[src/rtl/sipo_pkg.sv]
// Shared definitions for the serial receive path: state encoding, line levels
// and the parity helper used by the frame controller.
package sipo_pkg;

    localparam logic [1:0] IDLE   = 2'd0;
    localparam logic [1:0] DATA   = 2'd1;
    localparam logic [1:0] PARITY = 2'd2;
    localparam logic [1:0] STOP   = 2'd3;

    localparam logic IDLE_LEVEL  = 1'b1;
    localparam logic START_LEVEL = 1'b0;

    typedef enum logic [1:0] {
        S_IDLE   = IDLE,
        S_DATA   = DATA,
        S_PARITY = PARITY,
        S_STOP   = STOP
    } state_t;

    // Expected parity bit for a zero-extended data word; odd=1 flips the sense.
    function automatic logic parity_bit(input logic [31:0] data, input logic odd);
        return (^data) ^ odd;
    endfunction

endpackage

[src/rtl/sipo_shift_en.sv]
// Enable-gated serial-in/parallel-out shift register; new bits enter at the LSB
// so the first bit received ends up at the MSB.
module sipo_shift_en #(
    parameter int WIDTH = 4
) (
    input  logic             Clk,
    input  logic             rst,
    input  logic             shift_en,
    input  logic             in,
    output logic [WIDTH-1:0] q
);

    always_ff @(posedge Clk) begin
        if (!rst) begin
            q <= '0;
        end else if (shift_en) begin
            q <= {q[WIDTH-2:0], in};
        end
    end

endmodule

[src/rtl/sipo_frame_ctrl.sv]
// Receive-side frame controller: start detect, WIDTH data bits, optional parity,
// stop check, and a valid/ready holding register for good words.
module sipo_frame_ctrl
    import sipo_pkg::*;
#(
    parameter int WIDTH      = 4,
    parameter bit PARITY_EN  = 1'b1,
    parameter bit ODD_PARITY = 1'b0
) (
    input  logic             Clk,
    input  logic             rst,
    input  logic             in,
    input  logic             enable,
    output logic [WIDTH-1:0] out_data,
    output logic             out_valid,
    input  logic             out_ready,
    output logic             frame_err,
    output logic             overrun,
    output logic             busy
);

    localparam int            CW   = (WIDTH > 1) ? $clog2(WIDTH) : 1;
    localparam logic [CW-1:0] LAST = CW'(WIDTH - 1);

    state_t            state;
    logic [CW-1:0]     cnt;
    logic              perr;
    logic              shift_en;
    logic [WIDTH-1:0]  shreg;
    logic [31:0]       pdata;

    assign shift_en = (state == S_DATA) && enable;
    assign pdata    = 32'(shreg);

    sipo_shift_en #(
        .WIDTH (WIDTH)
    ) u_shift (
        .Clk      (Clk),
        .rst      (rst),
        .shift_en (shift_en),
        .in       (in),
        .q        (shreg)
    );

    always_ff @(posedge Clk) begin
        if (!rst) begin
            state     <= S_IDLE;
            cnt       <= '0;
            perr      <= 1'b0;
            out_data  <= '0;
            out_valid <= 1'b0;
            frame_err <= 1'b0;
            overrun   <= 1'b0;
            busy      <= 1'b0;
        end else begin
            frame_err <= 1'b0;
            overrun   <= 1'b0;
            if (out_valid && out_ready) begin
                out_valid <= 1'b0;
            end

            // Losing enable mid-frame drops the partial frame silently.
            if (state != S_IDLE && !enable) begin
                state <= S_IDLE;
                cnt   <= '0;
                busy  <= 1'b0;
            end else begin
                case (state)
                    S_IDLE: begin
                        if (enable && in == START_LEVEL) begin
                            state <= S_DATA;
                            cnt   <= '0;
                            perr  <= 1'b0;
                            busy  <= 1'b1;
                        end
                    end
                    S_DATA: begin
                        // Clear rather than increment on the last bit so the
                        // counter never wraps when WIDTH is a power of two.
                        if (cnt == LAST) begin
                            cnt   <= '0;
                            state <= PARITY_EN ? S_PARITY : S_STOP;
                        end else begin
                            cnt <= cnt + 1'b1;
                        end
                    end
                    S_PARITY: begin
                        perr  <= (in != parity_bit(pdata, ODD_PARITY));
                        state <= S_STOP;
                    end
                    S_STOP: begin
                        state <= S_IDLE;
                        busy  <= 1'b0;
                        if (in == IDLE_LEVEL && !perr) begin
                            out_data  <= shreg;
                            out_valid <= 1'b1;
                            overrun   <= out_valid && !out_ready;
                        end else begin
                            frame_err <= 1'b1;
                        end
                    end
                    default: begin
                        state <= S_IDLE;
                        busy  <= 1'b0;
                    end
                endcase
            end
        end
    end

endmodule

[config.mk]
export PLATFORM = sky130hd
export DESIGN_NAME = sipo_frame_ctrl
export DESIGN_NICKNAME = d
export VERILOG_FILES = /design/src/rtl/sipo_pkg.sv /design/src/rtl/sipo_shift_en.sv /design/src/rtl/sipo_frame_ctrl.sv
export SDC_FILE = /design/constraint.sdc
export NUM_CORES = 1
export LEC_CHECK = 0
export ABC_AREA = 1
export BUFFER_PORTS_ARGS = -buffer_cell sky130_fd_sc_hd__buf_2
export CORE_MARGIN = 8
export CORE_UTILIZATION = 50
export DETAILED_ROUTE_END_ITERATION = 8
export GPL_TIMING_DRIVEN = 0
export PLACE_DENSITY = 0.72
export SLEW_MARGIN = 20
export SYNTH_ARGS = -nofsm -noshare
export SYNTH_HDL_FRONTEND = slang
export SYNTH_HIERARCHICAL = 1
export SYNTH_SLANG_ARGS = --single-unit
export TNS_END_PERCENT = 10
[constraint.sdc]
create_clock -name Clk -period 1.79 [get_ports Clk]
set_input_delay 0.0895 -clock Clk [delete_from_list [all_inputs] [get_ports Clk]]
set_output_delay 0.0895 -clock Clk [all_outputs]
set_load 0.01 [all_outputs]
-- Word level (Yosys, flattened, before mapping)
Cells that the tools add are included.
- output and inout bits: 8
- input bits: 5
- register bits: 17
- logic and storage cells: 60
- multiplexer cells: 15
- add/sub/neg operators: 1
- bitwise operators: 5
- equality and inequality tests: 7
- reductions and logical operators: 23
- operator list (operator ; count):
    32-bit parity ; 1
    2-bit two-way mux ; 4
    2-bit one-hot mux with 4 select lines ; 1
    2-bit nonzero test ; 4
    1-bit two-way mux ; 7
    2-bit equality test, second input constant ; 3
    1-bit logical AND ; 6
    2-bit AND reduction ; 3
    3-bit AND reduction ; 2
    1-bit inverter ; 5
    1-bit one-hot mux with 2 select lines ; 2
    2-bit one-hot mux with 2 select lines ; 1
    4-bit OR reduction ; 1
    1-bit zero test ; 3
    3-bit OR reduction ; 1
    2-bit by 1-bit adder with 2-bit output, second input constant ; 1
    2-bit by 1-bit equality test with 1-bit output, second input constant ; 1
    2-bit zero test ; 1
    2-bit by 1-bit != test with 1-bit output, second input constant ; 1
    2-bit != test, second input constant ; 1
    2-bit OR reduction ; 1
    1-bit != test ; 1

-- Depth between registers and ports, before layout
Gate-level depths: netlist of the first run.
- depth in word-level cells: 5
- gate-level depth with buffers: 8
- mapped depth without buffers: 7

-- Cells and area by module
The synthesis of the first run kept the hierarchy.
- by module, submodules not included (module ; area an instance (µm²) ; seq. area each (µm²) ; times used ; cells an instance):
    sipo_frame_ctrl ; 674.4 ; 260.2 ; 1 ; 91
    sipo_shift_en ; 166.4 ; 80.1 ; 1 ; 25

-- Worst setup path after synthesis of the first run
No wires, ideal clock.
- path kind: reg2reg
- start: register state[0]
- end: register busy
- arrival: 1.187 ns
- slack: 0.507 ns
- required time: 1.695 ns
- period minus slack after synthesis: 1.283 ns
- stages on the path, launching flop included: 7
- path buffers: 0
- setup time: 0.095 ns
- cell sequence: dfxtp_1 -> inv_1 -> ha_1 -> nor2_1 -> nor2_1 -> inv_2 -> a221oi_1
- cells in the longest elaborated chain, start to end: 3
- elaborated cells on any way between the ends: 9
- classes of those cells: eq/ne: 2; mux: 1; reduce/logical: 6
- ends and longest elaborated chain (item ; RTL line ; RTL):
    start, declared ; sipo_frame_ctrl.sv:25 ; state_t state;
    start signal, assigned ; sipo_frame_ctrl.sv:82 ; state <= PARITY_EN ? S_PARITY : S_STOP;
    2-bit equality test (tied with other cells) ; sipo_frame_ctrl.sv:68 ; case (state)
    2-bit nonzero test (no source line) (tied with other cells) ; n/a ;
    2-bit AND reduction (no source line) / 2-bit OR reduction (equally long branches) ; n/a ;
    end signal, assigned ; sipo_frame_ctrl.sv:66 ; busy <= 1'b0;
    end signal, assigned ; sipo_frame_ctrl.sv:74 ; busy <= 1'b1;
    end signal, assigned ; sipo_frame_ctrl.sv:93 ; busy <= 1'b0;
    end, declared ; sipo_frame_ctrl.sv:19 ; output logic busy
Several ways; a longest one is shown, not always the timed one.
A chain may end at the register's enable or synchronous reset.

-- Final worst setup path of the first run
Ends and elaborated chain as after synthesis.

==> metrics.txt, run 1 <==
status=finished, final reports clean; Post-layout nets=144; # hold bufs at CTS=0; IO buf count=12; post-synthesis mux area share=0; Peak VDD IR=0.699 mV; number of gates resized after cts=0; vias in the first global route=696; ys flop type=dfxtp_1; ANT cells=0; final worst path period share=0.844; Slew @ Worst Pin=0.313 ns; WL per Instance=10.8 µm; Die Width=57.0 µm; first-pass GRT wire length=2.75 mm; ordered list of cells on the worst path=inv_1, ha_1, nor2_1, nor2_1, inv_2, a221oi_1; Chip Height=57.0 µm; total grt overflow=0; worst endpoint required time=2.00 ns; GRT Total Usage=0.104; root buffer cell=clkbuf_4; final setup TNS=0 ns; boundary pin count=13; Async S/R FF share, synth=0; synthesized cell area=841 µm²; final hold violation count=0; DP HPWL=1.30 mm; Fmax=662 MHz; number of flops mapped to enable cells by yosys=0; Iter 0 DRT Violations=13; largest net degree at the start of global routing=11; CTS tree=yes; share of cells above drive strength 1=0.189; #FFs+latches synth=17; max-slew violation total from the final report=0; post-CTS setup buffer count=0; footprint of the multi-input gates=407 µm²; Hold Crit Class=primary input to flop; Seq/Total Area, Yosys=0.405; post-synthesis compound-gate area fraction=0.135; Reg area=340 µm²; Rows=15; Via density=4.99; fillers=166; Crit path largest cell delay=0.35 ns; largest family of logic cells by synthesized area=simple AND/OR/NAND/NOR gates; deepest clock path buffer count=2; initial antenna violation count=0; final setup fails=0; Pwr Total=0.00120 W; endpoint class of the critical path=flop; net count after synthesis=127; DR vias=744; CTS Sinks=17; adder-cell share of the synthesized area=0.0893; Rel. slew slack=0.789; kind of critical path=flop to flop; DR pass1 iterations=4; global placement routability congestion=0.772; CTS clock-pin slew for the worst setup and hold paths=0.10 ns; RSZ-0062 raised after global routing=no; synth cell count leaders=nand2_1 (20), inv_1 (19), nor2_1 (18), dfxtp_1 (17); Starting Density=0.509; total wire length=1.61 mm; DRC viols=0; Cell variety after synth=17; Power Dens Cells=1260 nW/µm²; max-cap violation count=0; hold slack=0.0601 ns; cell with the most instances after synthesis=nand2_1; dominant cell type by area after synthesis=dfxtp_1; Post-Synth XOR/XNOR Area=0; CTS Buf Count=3; post-synthesis average cell area=7.25 µm²; top cell type's share of synthesized area=0.405; minimum clock period=1.51 ns; antenna-violating nets left=0; arrival time worst endpoint=1.72 ns; Synth Instances=116; most frequent CP cell=nor2_1; Ys Warns=6; CTS H-tree lvls=1; synth top area cells=dfxtp_1 (40%), ha_1 (8.9%), nand2_1 (8.9%), inv_1 (8.5%), nor2_1 (8.0%); post-synthesis simple-gate area fraction=0.259; core area=1650 µm²; CP max FO=6; Area Overhead vs Synth=12.9%; die area=3250 µm²; leakage power=0.462 nW; Crit-path slowest cell=dfxtp_1; clk_lat worst skew=0.29 ns; clock skew=0.00136 ns; startpoint type of the worst setup path=flop
[through the flow]
step / utilization / instances / worst slack, ns / cell area (µm²)
2_1_floorplan: - / 116 / 0.507 / 841
3_3_place_gp: 0.558 / 145 / 0.306 / 922
3_5_place_dp: 0.558 / 145 / 0.281 / 922
4_1_cts: 0.575 / 149 / 0.258 / 950
5_1_grt: 0.575 / 149 / 0.110 / 950
6_report: 0.575 / 149 / 0.280 / 950
[critical path, delay by kind of cell, from the launching register on]
family | cells | cell delay [ns]
adder cells (fa/ha/maj) | 1 | 0.29
buffers and inverters | 2 | 0.23
flip-flops | 1 | 0.35
AND/OR/NAND/NOR | 2 | 0.37
AO/OA/AOI/OAI | 1 | 0.20
[cell type report]
cell class | instances | share of cell area
multi-input cells | 76 | 0.428
inverters | 22 | 0.0870
clock inverters | 1 | 0.00527
clock buffers | 3 | 0.0237
flip-flops and latches | 17 | 0.358
plain buffers | 1 | 0.0119
well taps | 17 | 0.0224
repair buffers | 12 | 0.0632
[path summary, 6_finish.rpt]
path,start,end,slack [ns],cells after the start
setup / recovery,state[0],busy,0.28,6
hold / removal,out_ready,overrun,0.06,4
setup reg to reg,state[0],busy,0.28,6
hold reg to reg,busy,busy,0.47,2
[kinds of logic after synthesis]
logic type / Yosys count
AND/OR/NAND/NOR: 50
buffers and inverters: 23
AO/OA/AOI/OAI: 20
flip-flops: 17
adder cells (fa/ha/maj): 6
[cells in the final DEF, fill, tap and decap left out, drive strengths merged]
master,count
nor2,19
inv,22
dfxtp,17
and2,1
ha,6
o21ai,10
a211oi,1
clkbuf,3
buf,13
a221oi,1
nand3,6
a21oi,8
nand2,20
nor3,4
clkinv,1
[sequential cells by signal, indices dropped and copies added, names as in the netlist]
signal / cells
perr: 1
out_data: 4
cnt: 2
busy: 1
out_valid: 1
frame_err: 1
state: 2
u_shift/q: 4
overrun: 1
[report_power, final]
group	switching (W)	internal (W)	leakage (nW)	total, W
Sequential	0.0000513	0.000443	0.138	0.000494
Clock	0.000123	0.0000832	0.0177	0.000206
Combinational	0.000298	0.000199	0.306	0.000497
Total	0.000472	0.000725	0.462	0.00120
[metal layers]
layer  up-vias  track usage  wire, µm  part of all wire
li1        398            -         -                 -
met5         -            0         0                 0
met1       331       0.0990       675              0.42
met4         0       0.0604        38             0.024
met3         5       0.0377        80             0.050
met2        10        0.186       819              0.51
No activity file was read; power rests on OpenSTA's default activity.
==> run 2: changes to the inputs <==
--- a/config.mk
+++ b/config.mk
@@ -8,7 +8,7 @@
 export ABC_AREA = 1
 export BUFFER_PORTS_ARGS = -buffer_cell sky130_fd_sc_hd__buf_2
 export CORE_MARGIN = 8
-export CORE_UTILIZATION = 50
+export CORE_UTILIZATION = 48
 export DETAILED_ROUTE_END_ITERATION = 8
 export GPL_TIMING_DRIVEN = 0
 export PLACE_DENSITY = 0.72
==> constraint.sdc (replaced) <==
create_clock -name Clk -period 1.25 [get_ports Clk]
set_input_delay 0.0625 -clock Clk [delete_from_list [all_inputs] [get_ports Clk]]
set_output_delay 0.0625 -clock Clk [all_outputs]
set_load 0.01 [all_outputs]
==> run 2 against run 1 <==
Compared with the run above: sequential power grew 49%; global-route usage grew 0.32 points; setup slack lost 0.29 ns; the run now ends with negative setup slack left; highest routed layer unchanged; die area grew 3.0%; clock skew grew 0.00075 ns; via count grew 5.4%; critical path depth is the same; maximum frequency grew 20%; power grew 76%; worst hold slack lost 0.032 ns; largest power group unchanged; register-to-register slack lost 0.29 ns.
==> metrics.txt, run 2 (same netlist as run 1, synthesis figures left out) <==
status=complete, but fails checks; failing checks=negative setup slack; leakage power=0.477 nW (+3.2%); ANT cells=0 (unchanged); max-slew violation total from the final report=0 (unchanged); first-pass GRT wire length=2.85 mm (+3.5%); Rel. slew slack=0.833 (+0.0438); pre-CTS setup slack=-0.319 ns (-0.600 ns); Comb power frac=0.509 (+0.094); Fmax=797 MHz (+20%); clk_lat worst skew=0.29 ns (about the same); CTS H-tree lvls=1 (unchanged); global placement routability congestion=0.763 (-1.2%); Via density=5.16 (+3.3%); core area=1690 µm² (+2.3%); CP max FO=4 (-2); final setup margin=-0.00528 ns (-0.285 ns); Area Overhead vs Synth=25.6%; Pint=0.00124 W (+71%); CTS clock-pin slew for the worst setup and hold paths=0.10 ns (about the same); endpoint class of the critical path=flop; minimum clock period=1.26 ns (-0.255 ns); arrival time worst endpoint=1.45 ns (-0.27 ns); met3 Track Usage GR=0.0287 (-0.00900); largest net degree at the start of global routing=10 (-1); switch share=0.412 (+0.0171); kind of critical path=flop to flop; Iter 0 DRT Violations=15 (+2); DR pass1 iterations=6 (+2); total grt overflow=0 (unchanged); Crit path largest cell delay=0.38 ns (+0.03 ns); Post-layout nets=147 (+2.1%); power share of the sequential group=0.348 (-0.065); GRT Total Usage=0.107 (+0.00324); antenna-violating nets left=0 (unchanged); reg2reg setup slack=-0.005 ns (-0.29 ns); CTS Sinks=17 (unchanged); GRT Max-Usage Layer=met2; Die Width=57.9 µm (+1.5%); Critical R2R Launch=state[1]; Reg2Reg Depth=6 (unchanged); Pwr Total=0.00211 W (+76%); M2 GR Usage=0.175 (-0.0109); vias in the first global route=692 (-0.57%); final worst path period share=1.00 (+0.161); DRC viols=0 (unchanged); die area=3350 µm² (+3.0%); min-delay src=out_ready; fillers=137 (-17%); startpoint type of the worst setup path=flop; clock power share=0.143 (-0.029); CTS tree=yes; Hold Crit Class=primary input to flop; Crit-path slowest cell=dfxtp_4; initial antenna violation count=0 (unchanged); hold depth=4 (unchanged); hold slack=0.0280 ns (-0.0321 ns); CTS Buf Count=3 (unchanged); footprint of the multi-input gates=487 µm² (+20%); Worst R2R End=state[0]; deepest clock path buffer count=2 (unchanged); share of cells above drive strength 1=0.311 (+0.122); Slew @ Worst Pin=0.249 ns (-0.0634 ns); P_sw=0.000869 W (+84%); Crit path max-delay family=flip-flops; WL per Instance=12.5 µm (+15%); final hold violation count=0 (unchanged); CP bufs+invs=2 (unchanged); Rows=15 (unchanged); Top Registers=out_data (4), u_shift/q (4); Hold EP=overrun; final setup fails=1 (+1); GRT met1 Usage=0.117 (+0.0184); Power Dens Cells=2000 nW/µm² (+59%); Chip Height=57.9 µm (+1.5%); Peak VDD IR=0.947 mV (+36%); IO buf count=12 (unchanged); root buffer cell=clkbuf_4; total wire length=1.90 mm (+18%); commonest non-fill, non-tap cell in the layout=nand2_1; DR vias=784 (+5.4%); ordered list of cells on the worst path=inv_2, ha_2, inv_1, o21ai_4, and2_4, nor3_2; Starting Density=0.498 (-0.0113); max-cap violation count=0 (unchanged); commonest cells after routing, fill and taps aside=nand2_1 (20), inv_1 (16), nor2_1 (16), dfxtp_1 (15), buf_2 (12); boundary pin count=13 (unchanged); Reg area=345 µm² (+1.5%); clock skew=0.00211 ns (+0.000755 ns); RSZ-0062 raised after global routing=yes; worst endpoint required time=1.44 ns (-0.56 ns); DP HPWL=1.22 mm (-6.8%)
==> run 2: layout make-up <==
cell class	count	area share
Multi-Input combinational cell	76	0.461
Timing Repair Buffer	15	0.0782
Buffer	1	0.0107
Tap cell	17	0.0201
Clock buffer	4	0.0249
Sequential cell	17	0.327
Inverter	22	0.0782
==> run 2: worst max-delay path by stage <==
stage | to | startpoint | depth (start not counted) | slack, ns
finish | state[0] | state[1] | 6 | -0.005
global route | state[0] | state[1] | 6 | -0.07
CTS | state[0] | state[1] | 6 | 0.01
detailed placement | busy | state[0] | 6 | -0.32
global placement | busy | state[0] | 6 | -0.26
floorplan | busy | state[0] | 6 | -0.03
==> run 2: worst register-to-register path: stages (launching register included) <==
cell	delay [ns]
dfxtp_4	0.38
inv_2	0.09
ha_2	0.22
inv_1	0.09
o21ai_4	0.17
and2_4	0.17
nor3_2	0.04
==> run 2: metrics by stage <==
step / TNS (ns) / instances / util / instance area [µm²]
after floorplan: -0.0369 / 116 / - / 841
after global placement: -1.70 / 145 / 0.546 / 922
after detailed placement: -2.18 / 145 / 0.546 / 922
after CTS: 0 / 151 / 0.587 / 991
after global routing: -0.401 / 152 / 0.625 / 1060
final: -0.00528 / 152 / 0.625 / 1060
==> run 2: per-layer routing <==
metal  part of all wire  wire length (µm)
met5                  0                 0
met4              0.019                36
met3              0.049                93
met2               0.49               924
met1               0.44               843
==> run 2: power groups by stage <==
stage          Sequential, W  Combinational [W]  Clock [W]
5_1_grt             0.000749            0.00119   0.000319
6_report            0.000734            0.00107   0.000301
3_3_place_gp        0.000713           0.000684          0
3_5_place_dp        0.000718           0.000725          0
4_1_cts             0.000711           0.000863   0.000300
2_1_floorplan       0.000712           0.000570          0
==> run 2: timing repair <==
| action | in CTS | in global routing |
|---|---|---|
| hold buffers | 0 | 0 |
| buffers inserted | 2 | 1 |
| setup endpoints to repair | 13 | 13 |
| endpoints found under the hold margin | 0 | 0 |
| gates resized for setup | 9 | 16 |
| pin swaps | 2 | 3 |
